File: src/rtl/uart_tx_mmio_if.sv
// rtl/uart_tx_mmio_if.sv - data-memory port A request/response bundle
interface uart_tx_mmio_if;
   logic [1:0]  weA;
   logic [2:0]  reA;
   logic [31:0] addrA;
   logic [31:0] dinA;
   logic [31:0] doutA;

   modport master (output weA, output reA, output addrA, output dinA, input doutA);
   modport slave  (input weA, input reA, input addrA, input dinA, output doutA);
endinterface

File: src/rtl/uart_tx_mmio.sv
// rtl/uart_tx_mmio.sv - memory-mapped 8N1 UART transmitter with a small TX FIFO
module uart_tx_mmio #(
   parameter int          CLK_FREQ   = 66000000,
   parameter int          BAUD_RATE  = 115200,
   parameter logic [31:0] BASE_ADDR  = 32'hFFFF_FFF0,
   parameter int          FIFO_DEPTH = 4
) (
   input  logic           clk,
   input  logic           rst,
   uart_tx_mmio_if.slave  bus,
   output logic           uart_tx,
   output logic           tx_busy
);
   localparam int CPB   = CLK_FREQ / BAUD_RATE;
   localparam int CNT_W = (CPB > 1) ? $clog2(CPB) : 1;
   localparam int PTR_W = (FIFO_DEPTH > 1) ? $clog2(FIFO_DEPTH) : 1;
   localparam logic [CNT_W-1:0] CNT_LAST = CNT_W'(CPB - 1);
   localparam logic [PTR_W:0]   DEPTH_C  = (PTR_W + 1)'(FIFO_DEPTH);

   generate
      if (CPB < 2 || FIFO_DEPTH < 2 || (FIFO_DEPTH & (FIFO_DEPTH - 1)) != 0 ||
          BASE_ADDR[3:0] != 4'h0) begin : g_bad_params
         $error("uart_tx_mmio: invalid parameters");
      end
   endgenerate

   typedef enum logic [1:0] {S_IDLE, S_START, S_DATA, S_STOP} state_t;

   state_t           state;
   logic [CNT_W-1:0] cnt;
   logic [2:0]       bit_idx;
   logic [7:0]       shreg;

   logic [7:0]       mem [FIFO_DEPTH];
   logic [PTR_W-1:0] wr_ptr, rd_ptr;
   logic [PTR_W:0]   count;
   logic             overflow;

   logic        sel, wr_any, push_req, stat_wr, push_ok, pop;
   logic        full, empty, bit_end;
   logic [1:0]  reg_sel;
   logic [31:0] status, rd_val, shifted, rd_data;
   logic        unused_dina;

   assign sel      = (bus.addrA[31:4] == BASE_ADDR[31:4]);
   assign reg_sel  = bus.addrA[3:2];
   assign wr_any   = sel && (bus.weA != 2'b00);
   assign push_req = wr_any && (reg_sel == 2'd0);
   assign stat_wr  = wr_any && (reg_sel == 2'd1);
   assign full     = (count == DEPTH_C);
   assign empty    = (count == '0);
   assign bit_end  = (cnt == CNT_LAST);
   // Popping at the last STOP cycle keeps back-to-back frames contiguous.
   assign pop      = !empty && ((state == S_IDLE) || (state == S_STOP && bit_end));
   assign push_ok  = push_req && (!full || pop);
   assign tx_busy  = (state != S_IDLE) || !empty;
   assign unused_dina = ^bus.dinA[31:8];

   always_ff @(posedge clk) begin
      if (push_ok) mem[wr_ptr] <= bus.dinA[7:0];
   end

   always_ff @(posedge clk or negedge rst) begin
      if (!rst) begin
         wr_ptr   <= '0;
         rd_ptr   <= '0;
         count    <= '0;
         overflow <= 1'b0;
      end else begin
         if (push_ok) wr_ptr <= wr_ptr + 1'b1;
         if (pop)     rd_ptr <= rd_ptr + 1'b1;
         case ({push_ok, pop})
            2'b10:   count <= count + 1'b1;
            2'b01:   count <= count - 1'b1;
            default: count <= count;
         endcase
         if (stat_wr)
            overflow <= 1'b0;
         else if (push_req && !push_ok)
            overflow <= 1'b1;
      end
   end

   always_ff @(posedge clk or negedge rst) begin
      if (!rst) begin
         state   <= S_IDLE;
         cnt     <= '0;
         bit_idx <= '0;
         shreg   <= '0;
         uart_tx <= 1'b1;
      end else begin
         case (state)
            S_IDLE: begin
               if (pop) begin
                  shreg   <= mem[rd_ptr];
                  cnt     <= '0;
                  state   <= S_START;
                  uart_tx <= 1'b0;
               end
            end
            S_START: begin
               if (bit_end) begin
                  cnt     <= '0;
                  bit_idx <= '0;
                  state   <= S_DATA;
                  uart_tx <= shreg[0];
               end else begin
                  cnt <= cnt + 1'b1;
               end
            end
            S_DATA: begin
               if (bit_end) begin
                  cnt <= '0;
                  if (bit_idx == 3'd7) begin
                     state   <= S_STOP;
                     uart_tx <= 1'b1;
                  end else begin
                     bit_idx <= bit_idx + 1'b1;
                     shreg   <= {1'b0, shreg[7:1]};
                     uart_tx <= shreg[1];
                  end
               end else begin
                  cnt <= cnt + 1'b1;
               end
            end
            S_STOP: begin
               if (bit_end) begin
                  cnt <= '0;
                  if (pop) begin
                     shreg   <= mem[rd_ptr];
                     state   <= S_START;
                     uart_tx <= 1'b0;
                  end else begin
                     state <= S_IDLE;
                  end
               end else begin
                  cnt <= cnt + 1'b1;
               end
            end
            default: begin
               state   <= S_IDLE;
               uart_tx <= 1'b1;
            end
         endcase
      end
   end

   // Reads see register state before any write on the same edge.
   assign status  = {28'd0, overflow, empty, full, tx_busy};
   assign rd_val  = (reg_sel == 2'd1) ? status : 32'd0;
   assign shifted = rd_val >> {bus.addrA[1:0], 3'b000};

   always_comb begin
      rd_data = 32'd0;
      case (bus.reA[1:0])
         2'b01:   rd_data = {{24{bus.reA[2] & shifted[7]}}, shifted[7:0]};
         2'b10:   rd_data = {{16{bus.reA[2] & shifted[15]}}, shifted[15:0]};
         2'b11:   rd_data = shifted;
         default: rd_data = 32'd0;
      endcase
   end

   always_ff @(posedge clk or negedge rst) begin
      if (!rst)
         bus.doutA <= 32'd0;
      else if (sel && bus.reA[1:0] != 2'b00)
         bus.doutA <= rd_data;
      else
         bus.doutA <= 32'd0;
   end
endmodule

File: src/flat_wrapper.sv
// flat-port wrapper written by rule: the top's interface ports become plain ports
module uart_tx_mmio_flat 
#(
   parameter int          CLK_FREQ   = 66000000,
   parameter int          BAUD_RATE  = 115200,
   parameter logic [31:0] BASE_ADDR  = 32'hFFFF_FFF0,
   parameter int          FIFO_DEPTH = 4
)
  (clk, rst, uart_tx, tx_busy, bus_weA, bus_reA, bus_addrA, bus_dinA, bus_doutA);
  uart_tx_mmio_if bus_i ();
  input  logic clk;
  input  logic rst;
  output logic uart_tx;
  output logic tx_busy;
  input wire logic [$bits(bus_i.weA)-1:0] bus_weA;
  input wire logic [$bits(bus_i.reA)-1:0] bus_reA;
  input wire logic [$bits(bus_i.addrA)-1:0] bus_addrA;
  input wire logic [$bits(bus_i.dinA)-1:0] bus_dinA;
  output wire logic [$bits(bus_i.doutA)-1:0] bus_doutA;
  assign bus_i.weA = bus_weA;
  assign bus_i.reA = bus_reA;
  assign bus_i.addrA = bus_addrA;
  assign bus_i.dinA = bus_dinA;
  assign bus_doutA = bus_i.doutA;
  uart_tx_mmio #(.CLK_FREQ(CLK_FREQ), .BAUD_RATE(BAUD_RATE), .BASE_ADDR(BASE_ADDR), .FIFO_DEPTH(FIFO_DEPTH)) u_core (.clk(clk), .rst(rst), .bus(bus_i), .uart_tx(uart_tx), .tx_busy(tx_busy));
endmodule
File: config.mk
export PLATFORM = sky130hd
export DESIGN_NAME = uart_tx_mmio_flat
export DESIGN_NICKNAME = d
export VERILOG_FILES = /design/src/rtl/uart_tx_mmio_if.sv /design/src/rtl/uart_tx_mmio.sv /design/src/flat_wrapper.sv
export SDC_FILE = /design/constraint.sdc
export NUM_CORES = 1
export LEC_CHECK = 0
export ABC_CLOCK_PERIOD_IN_PS = 3220
export CORE_MARGIN = 2
export CORE_UTILIZATION = 47
export DETAILED_ROUTE_END_ITERATION = 8
export PLACE_DENSITY = 0.8
export SETUP_SLACK_MARGIN = 0.2
export SLEW_MARGIN = 30
export SYNTH_ARGS = -nofsm -noshare
export SYNTH_HDL_FRONTEND = slang
export SYNTH_SLANG_ARGS = --single-unit
File: constraint.sdc
create_clock -name clk -period 3.22 [get_ports clk]
set_input_delay 0.644 -clock clk [delete_from_list [all_inputs] [get_ports clk]]
set_output_delay 0.644 -clock clk [all_outputs]
set_load 0.02 [all_outputs]
# --- After elaboration in Yosys (flattened, before gate mapping) ---
# Memory sizes are Yosys's and may differ from the RTL's.
# Cells that the tools add are included.
classes:
  add_sub_neg: 6
  eq_ne: 19
  n_shift: 1
  muxes: 33
  bitwise_logic: 2
  n_reduce_logical: 29
op_table:
  columns: ["operator", "count"]
  rows:
  - ["$pmux W32 S3", 1]
  - ["$mux W32", 1]
  - ["$mux W8", 4]
  - ["$shr A32 B5 Y32", 1]
  - ["$eq A28 B28 Y1 const B", 1]
  - ["$pmux W8 S3", 1]
  - ["$mux W10", 2]
  - ["$pmux W10 S2", 1]
  - ["$pmux W3 S2", 2]
  - ["$reduce_bool A2 Y1", 6]
  - ["$add A10 B1 Y10 const B", 1]
  - ["$eq A10 B10 Y1 const B", 1]
  - ["$eq A2 B2 Y1 const B", 5]
  - ["$mux W1", 10]
  - ["$mux W2", 5]
  - ["$ne A2 B1 Y1 const B", 5]
  - ["$mux W3", 3]
  - ["$eq A2 B1 Y1 const B", 4]
  - ["$logic_and A1 B1 Y1", 8]
  - ["$pmux W2 S4", 1]
  - ["$reduce_and A4 Y1", 2]
  - ["$add A3 B1 Y3 const B", 2]
  - ["$eq A3 B3 Y1 const B", 2]
  - ["$reduce_and A5 Y1", 1]
  - ["other kinds (13)", 20]
word_totals:
  ff_bits: 64
  mem_bits_rw: 32
  input_bits: 71
  output_inout_bits: 34
  wordCells: 101
  n_memories: 1
mem_list:
  columns: ["name", "words", "width", "rd", "rd_clocked_by_memory_dff", "wr", "line", "source"]
  rows:
  - ["u_core.mem", 4, 8, 1, 0, 1, "uart_tx_mmio.sv:34", "logic [7:0] mem [FIFO_DEPTH];"]

# --- Logic depth before layout (Yosys ltp) ---
# Gate-level depths: netlist (run 1).
logic_depth:
  ltp_word: 10
  depth_mapped: 12
  mapped_depth_nobuf: 12

# --- Worst setup path after synthesis (run 1) ---
# OpenSTA, ideal clock, no wires.
synth_path:
  path_type: "register to register"
  from: "reg u_core.cnt[7]"
  to: "reg u_core.count[2]"
  setup_time_ps: 125
  arrival_ps: 2548
  required_time_ps: 3095
  setup_slack_ps: 547
  path_stages_with_launch: 12
  n_path_buf: 0
  synth_period_minus_slack_ps: 2673
  path_cell_list: "dfrtp_1 > or4b_4 > nor4_4 > nor3_1 > nor4b_4 > inv_1 > ha_1 > inv_1 > fa_1 > xor2_1 > nor2_1 > xor2_1"
synth_between:
  elab_chain_cells: 8
  word_cells_on_any_way: 10
  cone_classes: "eq/ne: 3; mux: 1; reduce/logical: 6"
synth_rtl:
  columns: ["element", "line", "source"]
  rows:
  - ["start, declared", "uart_tx_mmio.sv:30", "logic [CNT_W-1:0] cnt;"]
  - ["start signal, assigned", "uart_tx_mmio.sv:108", "cnt <= cnt + 1'b1;"]
  - ["start signal, assigned", "uart_tx_mmio.sv:123", "cnt <= cnt + 1'b1;"]
  - ["start signal, assigned", "uart_tx_mmio.sv:137", "cnt <= cnt + 1'b1;"]
  - ["$eq A10 B10 Y1 *", "uart_tx_mmio.sv:52", "assign bit_end = (cnt == CNT_LAST);"]
  - ["$logic_and A1 B1 Y1 *", "uart_tx_mmio.sv:54", "assign pop = !empty && ((state == S_IDLE) || (state == S_STOP && bit_end));"]
  - ["$logic_or A1 B1 Y1 *", "uart_tx_mmio.sv:54", null]
  - ["$logic_and A1 B1 Y1 *", "uart_tx_mmio.sv:54", null]
  - ["$logic_or A1 B1 Y1", "uart_tx_mmio.sv:55", "assign push_ok = push_req && (!full || pop);"]
  - ["$logic_and A1 B1 Y1", "uart_tx_mmio.sv:55", null]
  - ["$eq A2 B1 Y1 / $eq A2 B2 Y1 (equally long branches)", "uart_tx_mmio.sv:72", "case ({push_ok, pop})"]
  - ["$pmux W3 S2 / $reduce_bool A2 Y1 (equally long branches)", null, null]
  - ["end signal, assigned", "uart_tx_mmio.sv:73", "2'b10: count <= count + 1'b1;"]
  - ["end signal, assigned", "uart_tx_mmio.sv:74", "2'b01: count <= count - 1'b1;"]
  - ["end signal, assigned", "uart_tx_mmio.sv:75", "default: count <= count;"]
  - ["end, declared", "uart_tx_mmio.sv:36", "logic [PTR_W:0] count;"]
# Every way passes the cells marked *; elsewhere a longest branch is shown, timed or not.
# A chain may end at the register's enable or synchronous reset.

# --- Final worst setup path (run 1) ---
layout_path:
  from: "reg u_core.cnt[7]"
  to: "reg u_core.count[1]"
# Same word-level chain as after synthesis.

==> summary.txt, run 1 <==
Floorplanning
  • Initial core utilization: 48.44%
  • Die area: slightly above 8000 um2
  • DIE WIDTH: 90.23 um
  • # IOs: around 110
  • Die H: 90.23 um
  • Core area: roughly 7200 um2
  • Num rows: 31

Timing
  • Setup TNS: 0 ns
  • # setup viols final: 0
  • Final hold vios: 0
  • FMAX: about 0.35 GHz
  • Relative slew slack: 60.18%
  • Min cycle time layout: 2.877 ns
  • Setup ws final: 0.3432 ns
  • Fin Clk Skew: 0.009730 ns
  • Worst slew pin tran: 0.5973 ns
  • Final critical-path share of the clock period: about nine tenths
  • RSZ-0062 raised after global routing: false
  • Max Slew Vio Count: 0

Worst setup path
  • Req. time, crit path: 3.47 ns
  • Cells along the critical path: or4b_4 -> nor4_4 -> nor3_1 -> nor4b_4 -> inv_1 -> ha_1 -> inv_1 -> fa_1 -> mux2i_1
  • Endpoint type of the worst setup path: register
  • Crit path max fanout: 5
  • CP max stage cell: or4b_4
  • Crit path kind: register to register
  • Worst R2R Start: u_core.cnt[7]$_DFFE_PN0P_
  • Most frequent CP cell: inv_1
  • CP peak stage delay: between 0.5 and 0.6 ns
  • FF-to-FF path depth: 9
  • Critical path arrival: 3.13 ns
  • Critical Path Start Type: register
  • Critical Path Start: u_core.cnt[7]$_DFFE_PN0P_

Synthesis
  • Synth area leader: edfxtp_1
  • Mux contribution to synthesized area: between 10% and 20%
  • Syn avg cell area: 12.66 um2
  • Largest family of logic cells by synthesized area: multiplexers
  • Async S/R FF share, synth: 52.94%
  • Post-Synthesis Cells: around 280
  • Yosys reg bits: 68
  • Dominant cells by area after synthesis: edfxtp_1 27%, dfrtp_1 25%, buf_4 6.0%, mux4_1 4.5%, ha_1 4.3%
  • Post-synth EDFFs: 32
  • Yosys warnings: 0
  • Cell variety after synth: 50
  • Synth Area in Simple Gates: 11.42%
  • Register area share after synthesis: 53.31%
  • Post-Synth Adder-Cell Area: 4.869%
  • Synth Area in XOR/XNOR: 2.506%
  • Area of the mapped netlist: 3495 um2
  • Ys flop type: dfrtp_1
  • Compound-Gate Fraction of Synth Area: 7.483%
  • Synth top area share: 27.50%

GRT
  • Gr usage total: 15.68%
  • GRT overflow: 0
  • First-pass GRT wire length: about 10000 um
  • Antenna violations before repair: 0
  • Vias in the first global route: between 2000 and 2500
  • Largest net degree at the start of global routing: 24

Finish
  • Finished Cell Area: 4233 um2
  • Area Growth Syn to Fin: 21.12%
  • Share of post-route cells with drive strength above 1: 14.71%
  • Commonest non-fill, non-tap cell in the layout: clkdlybuf4s50_1
  • Most frequent cells in the layout: 50 x clkdlybuf4s50_1, 35 x dfrtp_1, 32 x edfxtp_1
  • Post-Layout Cell Count: between 400 and 500
  • Filler cells: 578
  • Final #Nets: 419
  • Antenna fix cells: 0

Hold path
  • Path type of the worst min-delay path: input port to async pin

Placed design
  • Routability Congestion: 0.7749
  • Place WS: 0.1522 ns
  • Inst Count DP: ~420
  • Post-DP Area: 4010 um2
  • IO Port Bufs: 51
  • DP HPWL: 4452 um

Drt
  • Routed via count: 2200
  • Pre-Repair DR Iteration Count: 6
  • First DRT Iteration DRCs: around 130
  • WL final: 6048 um
  • Drt drc: 0
  • WL/cell: 13.78 um
  • Vias per cell: ~5.0
  • Final ANT Viol Nets: 0

Clocking
  • CTS tree: built
  • Num CTS Buffers: 9
  • Clk sinks: 68
  • H-tree depth: 3
  • Root buf cell: clkbuf_8
  • CTS clk-pin slew, worst paths: 0.08 ns
  • Worst skew pair latency: approximately 0.34 ns
  • Buffer count from post-CTS setup fixing: 0
  • Clk buf depth: 2

Outcome
  • Status: completed

Power and ir drop
  • Post-layout power: 1.828 mW
  • PwrDens: 431.8 nW/um2
  • Static leakage: 1.750 nW
  • VDD IR max: 350.1 uV

Job
  • Max-Cap Viols: 0
flip-flops by register name, summed over array words and instances, names as in the netlist:
name / count
u_core.uart_tx: 1
u_core.shreg: 8
u_core.bus.doutA: 4
u_core.cnt: 10
u_core.rd_ptr: 2
u_core.mem: 32
u_core.bit_idx: 3
u_core.count: 3
u_core.overflow: 1
u_core.state: 2
u_core.wr_ptr: 2
report_power, final:
| group | internal (mW) | total [mW] | switching (mW) | leakage (nW) |
|---|---|---|---|---|
| clock | 0.440 | 0.775 | 0.335 | 0.108 |
| sequential | 0.921 | 0.932 | 0.0103 | 0.738 |
| combinational | 0.0626 | 0.121 | 0.0587 | 0.904 |
| total | 1.42 | 1.83 | 0.404 | 1.75 |
synth_stat cells (2+ instances only):
library cell  count
nand3_1           5
o31ai_1           3
buf_4            28
o21ai_0          16
a21oi_1           5
nand2_1          14
xnor2_1           5
nor3_1            3
buf_6             2
inv_1            13
a22o_1            4
ha_1             12
clkbuf_1          3
edfxtp_1         32
and3_1            6
and3_2            3
a31oi_1           2
mux2_2            8
mux2_4            7
mux4_2            2
nand4_1           6
nor2_1           21
mux4_1            6
and2_1            4
or3_1             2
xor2_1            5
dfrtp_1          35
o2111ai_1         2
kinds of logic (layout without fill, tap and decap cells):
| group | after synthesis | after routing |
|---|---|---|
| AOI/OAI and AO/OA | 40 | 40 |
| and+or+nand+nor | 72 | 72 |
| muxes | 24 | 24 |
| other | 1 | 28 |
| DFF | 68 | 68 |
| xor gates and xnor gates | 10 | 10 |
| adders and majority gates | 13 | 13 |
| buffers and inverters | 48 | 85 |
worst max-delay path: cells and delay by family, from the launching register on:
kind	cells	cell delay (ns)
DFF	1	0.42
buffers and inverters	2	0.16
muxes	1	0.14
adders and majority gates	2	0.65
and+or+nand+nor	4	1.42
timing repair:
action,in CTS,in global routing
resized for setup,0,1
hold buffers,0,0
endpoints found under the setup margin,0,2
layout make-up:
cell class	instances	area (um2)	area share (%)
Clock inverter	7	97.59	2.306
Tap cell	99	123.9	2.926
Multi-Input combinational cell	187	1433	33.85
Sequential cell	68	1863	44.01
Inverter	13	48.80	1.153
Clock buffer	9	123.9	2.926
Timing Repair Buffer	56	543.0	12.83
metrics by stage:
stage | hold WS (ns) | util, %
CTS | 0.2652 | 58.65
floorplan | 0.3484 | -
finish | 0.2672 | 58.67
global route | 0.2835 | 58.67
detailed placement | 0.4844 | 55.58
global placement | 0.4758 | 55.65
final timing paths:
kind,slack (ns),endpoint
setup reg to reg,0.34,u_core.count[1]$_DFFE_PN0P_
hold / removal,0.27,u_core.cnt[7]$_DFFE_PN0P_
setup / recovery,0.34,u_core.count[1]$_DFFE_PN0P_
hold reg to reg,0.49,u_core.bit_idx[0]$_DFFE_PN0P_
max in group asynchronous,2.42,u_core.shreg[1]$_DFFE_PN0P_
min in group clk,0.49,u_core.bit_idx[0]$_DFFE_PN0P_
routing by layer:
layer / global-route usage [%] / wire (um)
met2: 26.38 / 3089
met4: 7.179 / 79
met5: 0 / 0
met3: 2.850 / 214
met1: 19.78 / 2665
(Power assumes the default switching activity.)
==> run 2: changes to the inputs <==
--- a/config.mk
+++ b/config.mk
@@ -15,3 +15,4 @@
 export SYNTH_ARGS = -nofsm -noshare
 export SYNTH_HDL_FRONTEND = slang
 export SYNTH_SLANG_ARGS = --single-unit
+export TNS_END_PERCENT = 20
==> results of run 2 <==
Same layout as run 1: the final DEF is identical, and so are final timing and power.
==> run 3: changes to the inputs <==
--- a/config.mk
+++ b/config.mk
@@ -6,10 +6,13 @@
 export NUM_CORES = 1
 export LEC_CHECK = 0
 export ABC_CLOCK_PERIOD_IN_PS = 3220
+export CELL_PAD_IN_SITES_DETAIL_PLACEMENT = 1
+export CELL_PAD_IN_SITES_GLOBAL_PLACEMENT = 1
 export CORE_MARGIN = 2
-export CORE_UTILIZATION = 47
+export CORE_UTILIZATION = 49
 export DETAILED_ROUTE_END_ITERATION = 8
-export PLACE_DENSITY = 0.8
+export DONT_BUFFER_PORTS = 1
+export PLACE_DENSITY_LB_ADDON = 0.1
 export SETUP_SLACK_MARGIN = 0.2
 export SLEW_MARGIN = 30
 export SYNTH_ARGS = -nofsm -noshare
==> summary.txt, run 3 (synthesis gave the netlist of run 1 again) <==
Power and ir drop
  • Combinational share of power: 3.7% (-2.9 points)
  • Sw Ratio: 24.28% (+2.2 points)
  • Clock power frac: 42.4% (about the same)
  • Static leakage: 1.555 nW (-11%)
  • VDD IR max: 248.4 uV (-29%)
  • Net switching power: 0.4195 mW (+3.9%)
  • P_int: 1.308 mW (-8.1%)
  • PwrDens: 463.7 nW/um2 (+7.4%)
  • Part of the power in registers: 53.9% (+2.9 points)

GRT
  • GR met1 Demand/Resource: 22.26% (+2.5 points)
  • Gr usage total: 17.61% (+1.9 points)
  • GRT overflow: 0 (unchanged)
  • GR Layer Usage met3: 6.530% (+3.7 points)
  • Largest net degree at the start of global routing: 36 (+50%)
  • Antenna violations before repair: 0 (unchanged)
  • Vias in the first global route: 2085 (-3.6%)
  • First-pass GRT wire length: 10210 um (unchanged)
  • GR peak layer: met2
  • GR Layer Usage met2: 28.57% (+2.2 points)

Outcome
  • Status: completed

Timing
  • FMAX: 0.3536 GHz (+1.7%)
  • # setup viols final: 0 (unchanged)
  • Fin Clk Skew: 0.01069 ns (+0.0009571 ns)
  • Relative slew slack: 58.30% (-1.9 points)
  • Max Slew Vio Count: 0 (unchanged)
  • Final critical-path share of the clock period: 87.82% (-1.5 points)
  • Setup TNS: 0 ns (unchanged)
  • Final hold vios: 0 (unchanged)
  • RSZ-0062 raised after global routing: false
  • Min cycle time layout: 2.828 ns (-0.04889 ns)
  • Worst slew pin tran: 0.6256 ns (+0.02826 ns)

Placed design
  • Post-DP Area: 3493 um2 (-13%)
  • IO Port Bufs: 0 (-100%)
  • Routability Congestion: 0.7285 (-6.0%)
  • DP HPWL: 4609 um (+3.5%)

Floorplanning
  • Initial core utilization: 51.15% (+2.7 points)
  • Die area: 7823 um2 (-3.9%)
  • Num rows: 30 (-3.2%)
  • DIE WIDTH: 88.45 um (-2.0%)
  • Core area: 6832 um2 (-5.3%)
  • Die H: 88.45 um (-2.0%)
  • # IOs: 105 (unchanged)

Worst setup path
  • Top cell family by delay on the critical path: simple AND/OR/NAND/NOR gates
  • CP peak stage delay: 0.59 ns (about the same)
  • Cells along the critical path: or4b_4 -> nor4_4 -> nor3_1 -> nor4b_4 -> inv_1 -> ha_1 -> inv_1 -> fa_1 -> xor2_1 -> nor2_1 -> xor2_1
  • Req. time, crit path: 3.45 ns (-0.02 ns)
  • Endpoint type of the worst setup path: register
  • Critical Path Start Type: register
  • CP max stage cell: or4b_4
  • Critical path arrival: 3.06 ns (-0.07 ns)
  • CP bufs+invs: 2 (unchanged)
  • Crit path max fanout: 5 (unchanged)
  • Crit path kind: register to register

Finish
  • Filler cells: 708 (+22%)
  • Max reg flops: 32 (unchanged)
  • Final #Nets: 369 (-12%)
  • Multi-input logic area: 1431 um2 (about the same)
  • Commonest non-fill, non-tap cell in the layout: dfrtp_1
  • Finished Cell Area: 3726 um2 (-12%)
  • Seq. cell area: 1863 um2 (unchanged)
  • Share of post-route cells with drive strength above 1: 17.24% (+2.5 points)
  • Area Growth Syn to Fin: 6.624%
  • Leading registers by flop count: u_core.mem: 32 flops, u_core.cnt: 10 flops, u_core.shreg: 8 flops
  • Util after Layout: 54.54% (-4.1 points)
  • Antenna fix cells: 0 (unchanged)
  • Most frequent cells in the layout: 35 x dfrtp_1, 32 x edfxtp_1, 28 x conb_1
  • Largest reg by FF count: u_core.mem

Clocking
  • Num CTS Buffers: 9 (unchanged)
  • H-tree depth: 3 (unchanged)
  • Clk buf depth: 2 (unchanged)
  • PostCTS Resize Cnt: 0 (unchanged)
  • Root buf cell: clkbuf_8
  • Clk sinks: 68 (unchanged)
  • Worst skew pair latency: 0.35 ns (about the same)
  • CTS clk-pin slew, worst paths: 0.09 ns (about the same)
  • CTS tree: built

Drt
  • Drt drc: 0 (unchanged)
  • Routed via count: 2028 (-7.8%)
  • Vias per cell: 5.254 (+4.8%)
  • WL final: 6372 um (+5.4%)
  • Final ANT Viol Nets: 0 (unchanged)
  • First DRT Iteration DRCs: 73 (-44%)
  • Pre-Repair DR Iteration Count: 4 (-2)
  • WL/cell: 16.51 um (+20%)

Job
  • Max-Cap Viols: 0 (unchanged)

Hold path
  • Path type of the worst min-delay path: input port to async pin
-- run 3: path summary, 6_finish.rpt --
kind / from / slack, ns / cells after the start / end
setup / recovery: u_core.cnt[7]$_DFFE_PN0P_ / 0.39 / 11 / u_core.count[2]$_DFFE_PN0P_
hold / removal: rst / 0.12 / 1 / u_core.shreg[1]$_DFFE_PN0P_
setup reg to reg: u_core.cnt[7]$_DFFE_PN0P_ / 0.39 / 11 / u_core.count[2]$_DFFE_PN0P_
hold reg to reg: u_core.bit_idx[0]$_DFFE_PN0P_ / 0.50 / 1 / u_core.bit_idx[0]$_DFFE_PN0P_
max in group asynchronous: rst / 2.90 / 1 / u_core.cnt[9]$_DFFE_PN0P_
min in group clk: bus_addrA[2] / 0.38 / 1 / u_core.overflow$_DFFE_PN0P_
-- run 3: per-stage QoR --
| stage | cells | total power, mW | setup WS (ns) | hold WS [ns] |
|---|---|---|---|---|
| 2_1_floorplan | 303 | 1.021 | 0.5471 | 0.3484 |
| 3_3_place_gp | 368 | 0.9993 | 0.4502 | 0.3501 |
| 3_5_place_dp | 368 | 1.002 | 0.3549 | 0.3503 |
| 4_1_cts | 385 | 1.747 | 0.3495 | 0.1188 |
| 5_1_grt | 386 | 1.795 | 0.2201 | 0.1108 |
| 6_report | 386 | 1.728 | 0.3921 | 0.1210 |
-- run 3: final cells by class --
class / count / area share, %
inverter: 13 / 1.310
timing repair buffer: 6 / 1.545
tap: 96 / 3.224
sequential: 68 / 50.00
clock inverter: 7 / 2.183
multi-input combinational: 187 / 38.42
clock buffer: 9 / 3.324
-- run 3: power groups by stage --
stage,combinational (mW),clock (mW),sequential [mW]
CTS,0.0656,0.750,0.931
floorplan,0.0743,0,0.947
finish,0.0644,0.732,0.931
detailed placement,0.0521,0,0.950
global placement,0.0507,0,0.949
global route,0.0737,0.788,0.933
-- run 3: per-layer routing --
| layer | up-vias | part of all wire [%] |
|---|---|---|
| met1 | 1006 | 42 |
| met3 | 7 | 5.3 |
| met5 | - | 0 |
| met2 | 53 | 52 |
| li1 | 962 | - |
| met4 | 0 | 0.63 |
-- run 3: what timing repair did --
action / in CTS / in global routing
hold buffers: 1 / 0
buffers inserted: 0 / 1
endpoints found under the hold margin: 35 / 0
endpoints found under the setup margin: 0 / 1
